**src/rtl/clk_ref_gen.sv**
```systemverilog
// clk_ref_gen: transmit side of the reference-clock link.
// Produces the divided square wave clk_out, a one-cycle clk_out_rising strobe,
// a 64-bit index of the most recent rising edge (ts_out), and the reset_out
// sync pulse that zeroes the downstream timestamp receivers.
//
// Optional feature, selected by the macro CLK_REF_GEN_AUTO_SYNC_EN:
//   defined   - every start from IDLE goes through SYNC_HOLD first, so the
//               receivers are re-zeroed and ts_out restarts at 0.
//   undefined - IDLE goes straight to RUN and edge_count keeps its value
//               across stop/start. Only sync_req or reset clears it.
//
// Sync handshake: sync_req is a one-cycle request. It is taken only while
// busy is low. While busy is high (SYNC_WAIT or SYNC_HOLD) requests are
// dropped, not queued.
module clk_ref_gen #(
   parameter int DIV_WIDTH    = 16,
   parameter int RESET_CYCLES = 4
) (
   input  logic                 sampling_clk,
   input  logic                 reset,
   input  logic                 enable,
   input  logic [DIV_WIDTH-1:0] half_period,
   input  logic                 sync_req,
   output logic                 clk_out,
   output logic                 reset_out,
   output logic                 clk_out_rising,
   output logic [63:0]          ts_out,
   output logic                 busy
);

   localparam int HOLD_W = (RESET_CYCLES > 1) ? $clog2(RESET_CYCLES) : 1;
   localparam logic [HOLD_W-1:0] HOLD_LAST = HOLD_W'(RESET_CYCLES - 1);

`ifdef CLK_REF_GEN_AUTO_SYNC_EN
   localparam logic AUTO_SYNC = 1'b1;
`else
   localparam logic AUTO_SYNC = 1'b0;
`endif

   typedef enum logic [1:0] {
      IDLE      = 2'd0,
      RUN       = 2'd1,
      SYNC_WAIT = 2'd2,
      SYNC_HOLD = 2'd3
   } state_t;

   state_t               state;
   logic [DIV_WIDTH-1:0] phase_cnt;
   logic [DIV_WIDTH-1:0] hp_lat;      // phase length captured at phase start
   logic [HOLD_W-1:0]    hold_cnt;
   logic [63:0]          edge_count;
   logic                 stop_pend;   // enable dropped during a high phase

   logic [DIV_WIDTH-1:0] hp_eff;
   logic                 phase_end;
   logic                 go_hold;

   // Phase length with 0 mapped to 1, end-of-phase detect, and sync entry decision
   always_comb begin
      hp_eff    = (half_period == '0) ? DIV_WIDTH'(1) : half_period;
      phase_end = (phase_cnt == (hp_lat - DIV_WIDTH'(1)));
      go_hold   = 1'b0;
      case (state)
         // A start from IDLE also syncs when the auto-sync feature is built in
         IDLE:      go_hold = sync_req | (AUTO_SYNC & enable);
         // Wait for the high phase to finish; a low clock syncs at once
         SYNC_WAIT: go_hold = ~clk_out | phase_end;
         default:   go_hold = 1'b0;
      endcase
   end

   // Main FSM: phase counting, edge indexing, sync sequencing; all outputs registered
   always_ff @(posedge sampling_clk or posedge reset) begin
      if (reset) begin
         state          <= IDLE;
         clk_out        <= 1'b0;
         reset_out      <= 1'b0;
         clk_out_rising <= 1'b0;
         busy           <= 1'b0;
         ts_out         <= '0;
         edge_count     <= '0;
         phase_cnt      <= '0;
         hp_lat         <= DIV_WIDTH'(1);
         hold_cnt       <= '0;
         stop_pend      <= 1'b0;
      end else begin
         clk_out_rising <= 1'b0;
         case (state)
            IDLE: begin
               // Keep the phase primed so the first low phase is a full hp cycles
               clk_out   <= 1'b0;
               phase_cnt <= '0;
               hp_lat    <= hp_eff;
               stop_pend <= 1'b0;
               if (!go_hold && enable) begin
                  state <= RUN;
               end
            end

            RUN: begin
               if (clk_out) begin
                  // High phase always runs to completion (no runt pulses)
                  if (phase_end) begin
                     clk_out   <= 1'b0;
                     phase_cnt <= '0;
                     hp_lat    <= hp_eff;
                  end else begin
                     phase_cnt <= phase_cnt + DIV_WIDTH'(1);
                  end
                  if (!enable) begin
                     stop_pend <= 1'b1;
                  end
                  if (sync_req) begin
                     state <= SYNC_WAIT;
                     busy  <= 1'b1;
                  end else if (phase_end && (stop_pend || !enable)) begin
                     state <= IDLE;
                  end
               end else if (sync_req) begin
                  state <= SYNC_WAIT;
                  busy  <= 1'b1;
               end else if (!enable) begin
                  state <= IDLE;
               end else if (phase_end) begin
                  // Rising edge: strobe, publish this edge's index, advance the count
                  clk_out        <= 1'b1;
                  clk_out_rising <= 1'b1;
                  ts_out         <= edge_count;
                  edge_count     <= edge_count + 64'd1;
                  phase_cnt      <= '0;
                  hp_lat         <= hp_eff;
               end else begin
                  phase_cnt <= phase_cnt + DIV_WIDTH'(1);
               end
            end

            SYNC_WAIT: begin
               if (clk_out && !phase_end) begin
                  phase_cnt <= phase_cnt + DIV_WIDTH'(1);
               end
            end

            SYNC_HOLD: begin
               if (hold_cnt == HOLD_LAST) begin
                  // Release receivers; the next edge follows one full low phase
                  reset_out <= 1'b0;
                  busy      <= 1'b0;
                  phase_cnt <= '0;
                  hp_lat    <= hp_eff;
                  state     <= enable ? RUN : IDLE;
               end else begin
                  hold_cnt <= hold_cnt + HOLD_W'(1);
               end
            end

            default: state <= IDLE;
         endcase

         // Sync entry overrides whatever the state branch did this cycle
         if (go_hold) begin
            state      <= SYNC_HOLD;
            reset_out  <= 1'b1;
            busy       <= 1'b1;
            clk_out    <= 1'b0;
            edge_count <= '0;
            ts_out     <= '0;
            hold_cnt   <= '0;
            stop_pend  <= 1'b0;
         end
      end
   end

endmodule

```
**config.mk**
```make
export PLATFORM = sky130hd
export DESIGN_NAME = clk_ref_gen
export DESIGN_NICKNAME = d
export VERILOG_FILES = /design/src/rtl/clk_ref_gen.sv
export SDC_FILE = /design/constraint.sdc
export NUM_CORES = 1
export LEC_CHECK = 0
export CAP_MARGIN = 20
export CORE_MARGIN = 3
export CORE_UTILIZATION = 62
export DETAILED_ROUTE_END_ITERATION = 6
export PLACE_DENSITY = 0.9
export SLEW_MARGIN = 20
export SYNTH_ARGS = -nofsm -noshare
export SYNTH_HDL_FRONTEND = slang
export SYNTH_SLANG_ARGS = --single-unit
```
**constraint.sdc**
```tcl
create_clock -name sampling_clk -period 10.16 [get_ports sampling_clk]
set_input_delay 2.032 -clock sampling_clk [delete_from_list [all_inputs] [get_ports sampling_clk]]
set_output_delay 2.032 -clock sampling_clk [all_outputs]
set_load 0.02 [all_outputs]
```
Word-level counts from Yosys, hierarchy flattened
Cells that the tools add are included.

cells by class
  $add $sub $neg = 4
  equality and inequality tests = 19
  muxes and demuxes = 59
  bitwise operators = 2
  reductions and logical operators = 26

operator list
  kind                   count
  $mux 64                12
  $mux 16                12
  $add 64x1->64 const B  1
  $pmux 16 s4            1
  $pmux 16 s3            1
  $mux 2                 11
  $ne 3x3->1 const B     7
  $mux 1                 17
  $add 16x1->16 const B  1
  $eq 16x16->1           1
  $logic_not 16->1       1
  $sub 16x1->16 const B  1
  $ne 5x5->1 const B     2
  $reduce_and 5->1       2
  $reduce_bool 2->1      5
  $reduce_bool 3->1      3
  $pmux 1 s2             4
  $reduce_and 4->1       2
  $eq 2x2->1 const B     3
  $ne 2x2->1 const B     3
  $pmux 2 s3             1
  $reduce_and 3->1       2
  $ne 2x1->1 const B     2
  $reduce_and 2->1       2
  9 further kinds        13

storage, ports and cells
  register bits after elaboration = 169
  output and inout bits = 68

Longest topological paths before layout
  depth in word-level cells = 9
  depth in mapped cells = 15
  gate-level depth less buffers = 10

Worst setup path before layout
No wires, ideal clock.

  path type = input -> register
  start = input enable
  end = register edge_count[10]
  library setup time = 0.078 ns
  arrival = 3.636 ns
  path slack = 6.446 ns
  cell stages on the path = 8
  buffers on the path = 2
  path through = inv_1 -> nor2_1 -> nand2_1 -> or3_1 -> buf_2 -> buf_6 -> or4_1 -> a21oi_1

between the ends
  cells in the longest elaborated chain, start to end = 2

ends and longest elaborated chain
  what                                line  RTL
  start, declared                     21    input logic enable,
  $reduce_bool 2->1 (no source line)  n/a
  $reduce_and 5->1 (no source line)   n/a
  end signal, assigned                129   edge_count <= edge_count + 64'd1;
  end, declared                       51    logic [63:0] edge_count;

Every way passes these cells.
A chain may end at the register's enable or synchronous reset.

Final worst setup path
  start = register hp_lat[0]
  end = register phase_cnt[15]

between the ends
  cells in the longest elaborated chain, start to end = 7
  elaborated cells on any way between the ends = 11
  those cells by class = 1 x add/sub; 2 x eq/ne; 5 x mux; 3 x reduce/logical

ends and longest elaborated chain
  what                    line      RTL
  start, declared         49        logic [DIV_WIDTH-1:0] hp_lat;
  start signal, assigned  93        hp_lat <= hp_eff;
  start signal, assigned  106       hp_lat <= hp_eff;
  start signal, assigned  131       hp_lat <= hp_eff;
  $sub 16x1->16 (*)       61        phase_end = (phase_cnt == (hp_lat - DIV_WIDTH'(1)));
  $eq 16x16->1 (*)        61
  $mux 16                 103, 124
  $mux 16                 122       end else if (!enable) begin
  $mux 16                 119       end else if (sync_req) begin
  $mux 16                 101       if (clk_out) begin
  $pmux 16 s4             88        case (state)
  end signal, assigned    108       phase_cnt <= phase_cnt + DIV_WIDTH'(1);
  end signal, assigned    133       phase_cnt <= phase_cnt + DIV_WIDTH'(1);
  end signal, assigned    139       phase_cnt <= phase_cnt + DIV_WIDTH'(1);
  end, declared           48        logic [DIV_WIDTH-1:0] phase_cnt;

Every way passes the cells marked *; elsewhere a longest branch is shown, timed or not. The select of a mux whose other input is x is not followed.

==> out/metrics.yaml <==
outcome: "finished, final reports clean"
synth_top_area_share_pct: 47.7
rows: 42
drive_above_1_share_pct: 5.47
crit_required_ns: 10.48
path_common_cell: "o21ai_1"
place_area_um2: 9750
drc: 0
synth_fa_ha_area_share_pct: 1.28
clock.fmax_mhz: 222
worstMarginPinSlew_ns: 1.08
place_congestion: 0.844
r2r_slack_ns: 5.65
dpl.hpwl_um: 13400
p_per_area_nw_per_um2: 203
critPathMaxFanout: 15
reg2reg_depth: 10
crit_buf_inv: 1
seq_area_frac_synth_pct: 48.0
grt_pass1_wl_um: 36400
syn_to_final_growth_pct: 17.4
whs_path_depth: 2
drt_pass1_iterations: 6
crit_slowest_cell: "o21ai_1"
antenna_left: 0
cts_buffers: 17
synth-simple-area-share_pct: 24.1
finalSetupViolCount: 0
syn-num-nets: 1008
hp-start: "ts_out[58]"
viasPerCell: 6.48
clockBufferDepth: 2
wire_per_inst_um: 17.6
clock-root-buffer: "clkbuf_16"
syn_inst: 979
cts_resized: 0
antenna_found_initial: 0
die_h_um: 125
synth_compound_area_share_pct: 17.5
path_cells: "inv_1 -> ha_1 -> xnor2_1 -> o2bb2ai_1 -> a2111oi_0 -> o21ai_1 -> or4_4 -> o21ai_1 -> a211oi_2 -> a221o_1"
r2r_end: "phase_cnt[15]"
hold_viol: 0
synthTopCellsByArea: "dfrtp_1 (48%), nand2_1 (7.3%), a21oi_1 (7.3%)"
synth_area_leader_cell: "dfrtp_1"
worstSetupPathType: "flip-flop to flip-flop"
drv_cap: 0
finalSetupTns_ns: 0
synthArstFlopShare_pct: 100
critPathLaunchType: "flip-flop"
skew_ns: 0.00946
r2r-start: "hp_lat[0]"
syn_area_um2: 8820
ys_top_cells_by_count: "nand2_1 (172), dfrtp_1 (168), a21oi_1 (128), clkbuf_1 (50), nor2_1 (44)"
max_slew_margin_pct: 27.8
portBuffers: 87
cts_max_level: 4
synth_top_family_by_area: "simple AND/OR/NAND/NOR gates"
diodes: 0
hp-class: "flip-flop to flip-flop"
p_leak_nw: 4.14
routed_wl_um: 21400
slew_viol_final: 0
grt_overflow: 0
critical_path_arrival_ns: 4.83
ir_drop_v: 0.000170
fin_area_um2: 10400
fin_nets: 1061
syn_avg_cell_area_um2: 9.01
drt_iter0_markers: 1083
dieArea_um2: 15700
fin_crit_ns: 4.51
cts_tree: "yes"
holdBufCountCts: 0
vias: 7895
synth_cell_types: 59
die_w_um: 125
period_share_pct: 44.4
clkLatencyLatePin_ns: 0.44
synth_xor_area_share_pct: 2.48
synth_edf_count: 0
crit_family: "compound AO/OA/AOI/OAI gates"
clk_pin_slew_ns: 0.06
ys.flop_type: "dfrtp_1"
rsz0062_at_grt: "no"
io_pins: 88
grt_max_degree: 135
yosysWarnings: 0
cts_sinks: 169
synth_most_common_cell: "nand2_1"
synth_seq_cells: 169
grt_pass1_vias: 7574
end_kind: "flip-flop"
floorplan.initialDensity_pct: 65.1
coreArea_um2: 13600
synthMuxAreaShare_pct: 2.95
cts_setup_buffers: 0
cpPeakStageDelay_ns: 0.85
track_usage_pct: 27.8
hold_end: "ts_out[58]"
## stage by stage
| stage | worst slack [ns] | hold slack (ns) | power [mW] | utilization (%) | cells |
|---|---|---|---|---|---|
| 6_report | 5.65 | 0.517 | 2.10 | 76.4 | 1219 |
| 4_1_cts | 5.41 | 0.520 | 2.10 | 76.3 | 1218 |
| 5_1_grt | 5.37 | 0.535 | 2.21 | 76.4 | 1219 |
| 3_5_place_dp | 4.95 | 0.512 | 1.43 | 71.9 | 1188 |
| 2_1_floorplan | 3.55 | 0.488 | 1.28 | - | 979 |
| 3_3_place_gp | 5.07 | 0.506 | 1.41 | 71.9 | 1188 |
## power by group
| group | internal, mW | total [mW] | leakage [nW] | switching [mW] |
|---|---|---|---|---|
| registers | 0.726 | 0.798 | 2.31 | 0.0719 |
| clock network | 0.391 | 0.661 | 0.283 | 0.270 |
| logic | 0.239 | 0.644 | 1.55 | 0.406 |
## tightest hold or removal path: cells and delay by family (launching register included)
kind / cells / cell delay [ns]
flip-flops: 1 / 0.37
AND/OR/NAND/NOR: 1 / 0.06
AO/OA/AOI/OAI: 1 / 0.05
## area by class of cell
type,instances,area (um^2)
multi-input combinational,728,4290
sequential,169,4230
fill,937,3200
timing repair buffer,95,942
clock buffer,20,447
tap,176,220
clock inverter,10,145
inverter,21,83.8
## sequential cells by signal, summed over array words and instances, names as in the netlist, 2 cells and up
| signal | count |
|---|---|
| edge_count | 64 |
| hold_cnt | 2 |
| hp_lat | 16 |
| phase_cnt | 16 |
| state | 2 |
| ts_out | 64 |
## kinds of logic after synthesis
logic type / Yosys count
simple gates: 424
compound gates: 246
flops: 169
buf+inv: 82
xor+xnor: 25
mux: 24
fa+ha+maj: 9
## how the worst max path moves through the flow
stage	from	end	slack (ns)	cells past startpoint
CTS	enable	edge_count[25]	5.41	8
detailed placement	enable	edge_count[25]	4.95	8
floorplan	reset	busy	3.55	1
finish	hp_lat[0]	phase_cnt[15]	5.65	10
global route	hp_lat[0]	phase_cnt[15]	5.37	10
global placement	enable	edge_count[25]	5.07	8
## per-layer routing
| layer | share of wire, % | vias up | GRT usage [%] |
|---|---|---|---|
| met5 | 0 | - | 0 |
| met4 | 2.5 | 0 | 10.9 |
| met1 | 42 | 3854 | 37.2 |
| met3 | 6.0 | 59 | 5.50 |
| li1 | - | 3659 | - |
| met2 | 50 | 323 | 45.0 |
## cells in the final DEF (no fill, tap or decap), drive strengths merged, types with 10 or more instances in the layout
cell and instances:
nor4 13, inv 22, or3 26, o31ai 31, and3 24, a221o 13
xnor2 21, nor3 18, mux2 16, o21ai 25, nand3 42, nand4 17
nor2 44, dfrtp 168, clkbuf 20, or4 34, a21oi 128, clkdlybuf4s50 87
and2 10, nand2 172
Power figures use the tool's default switching activity.
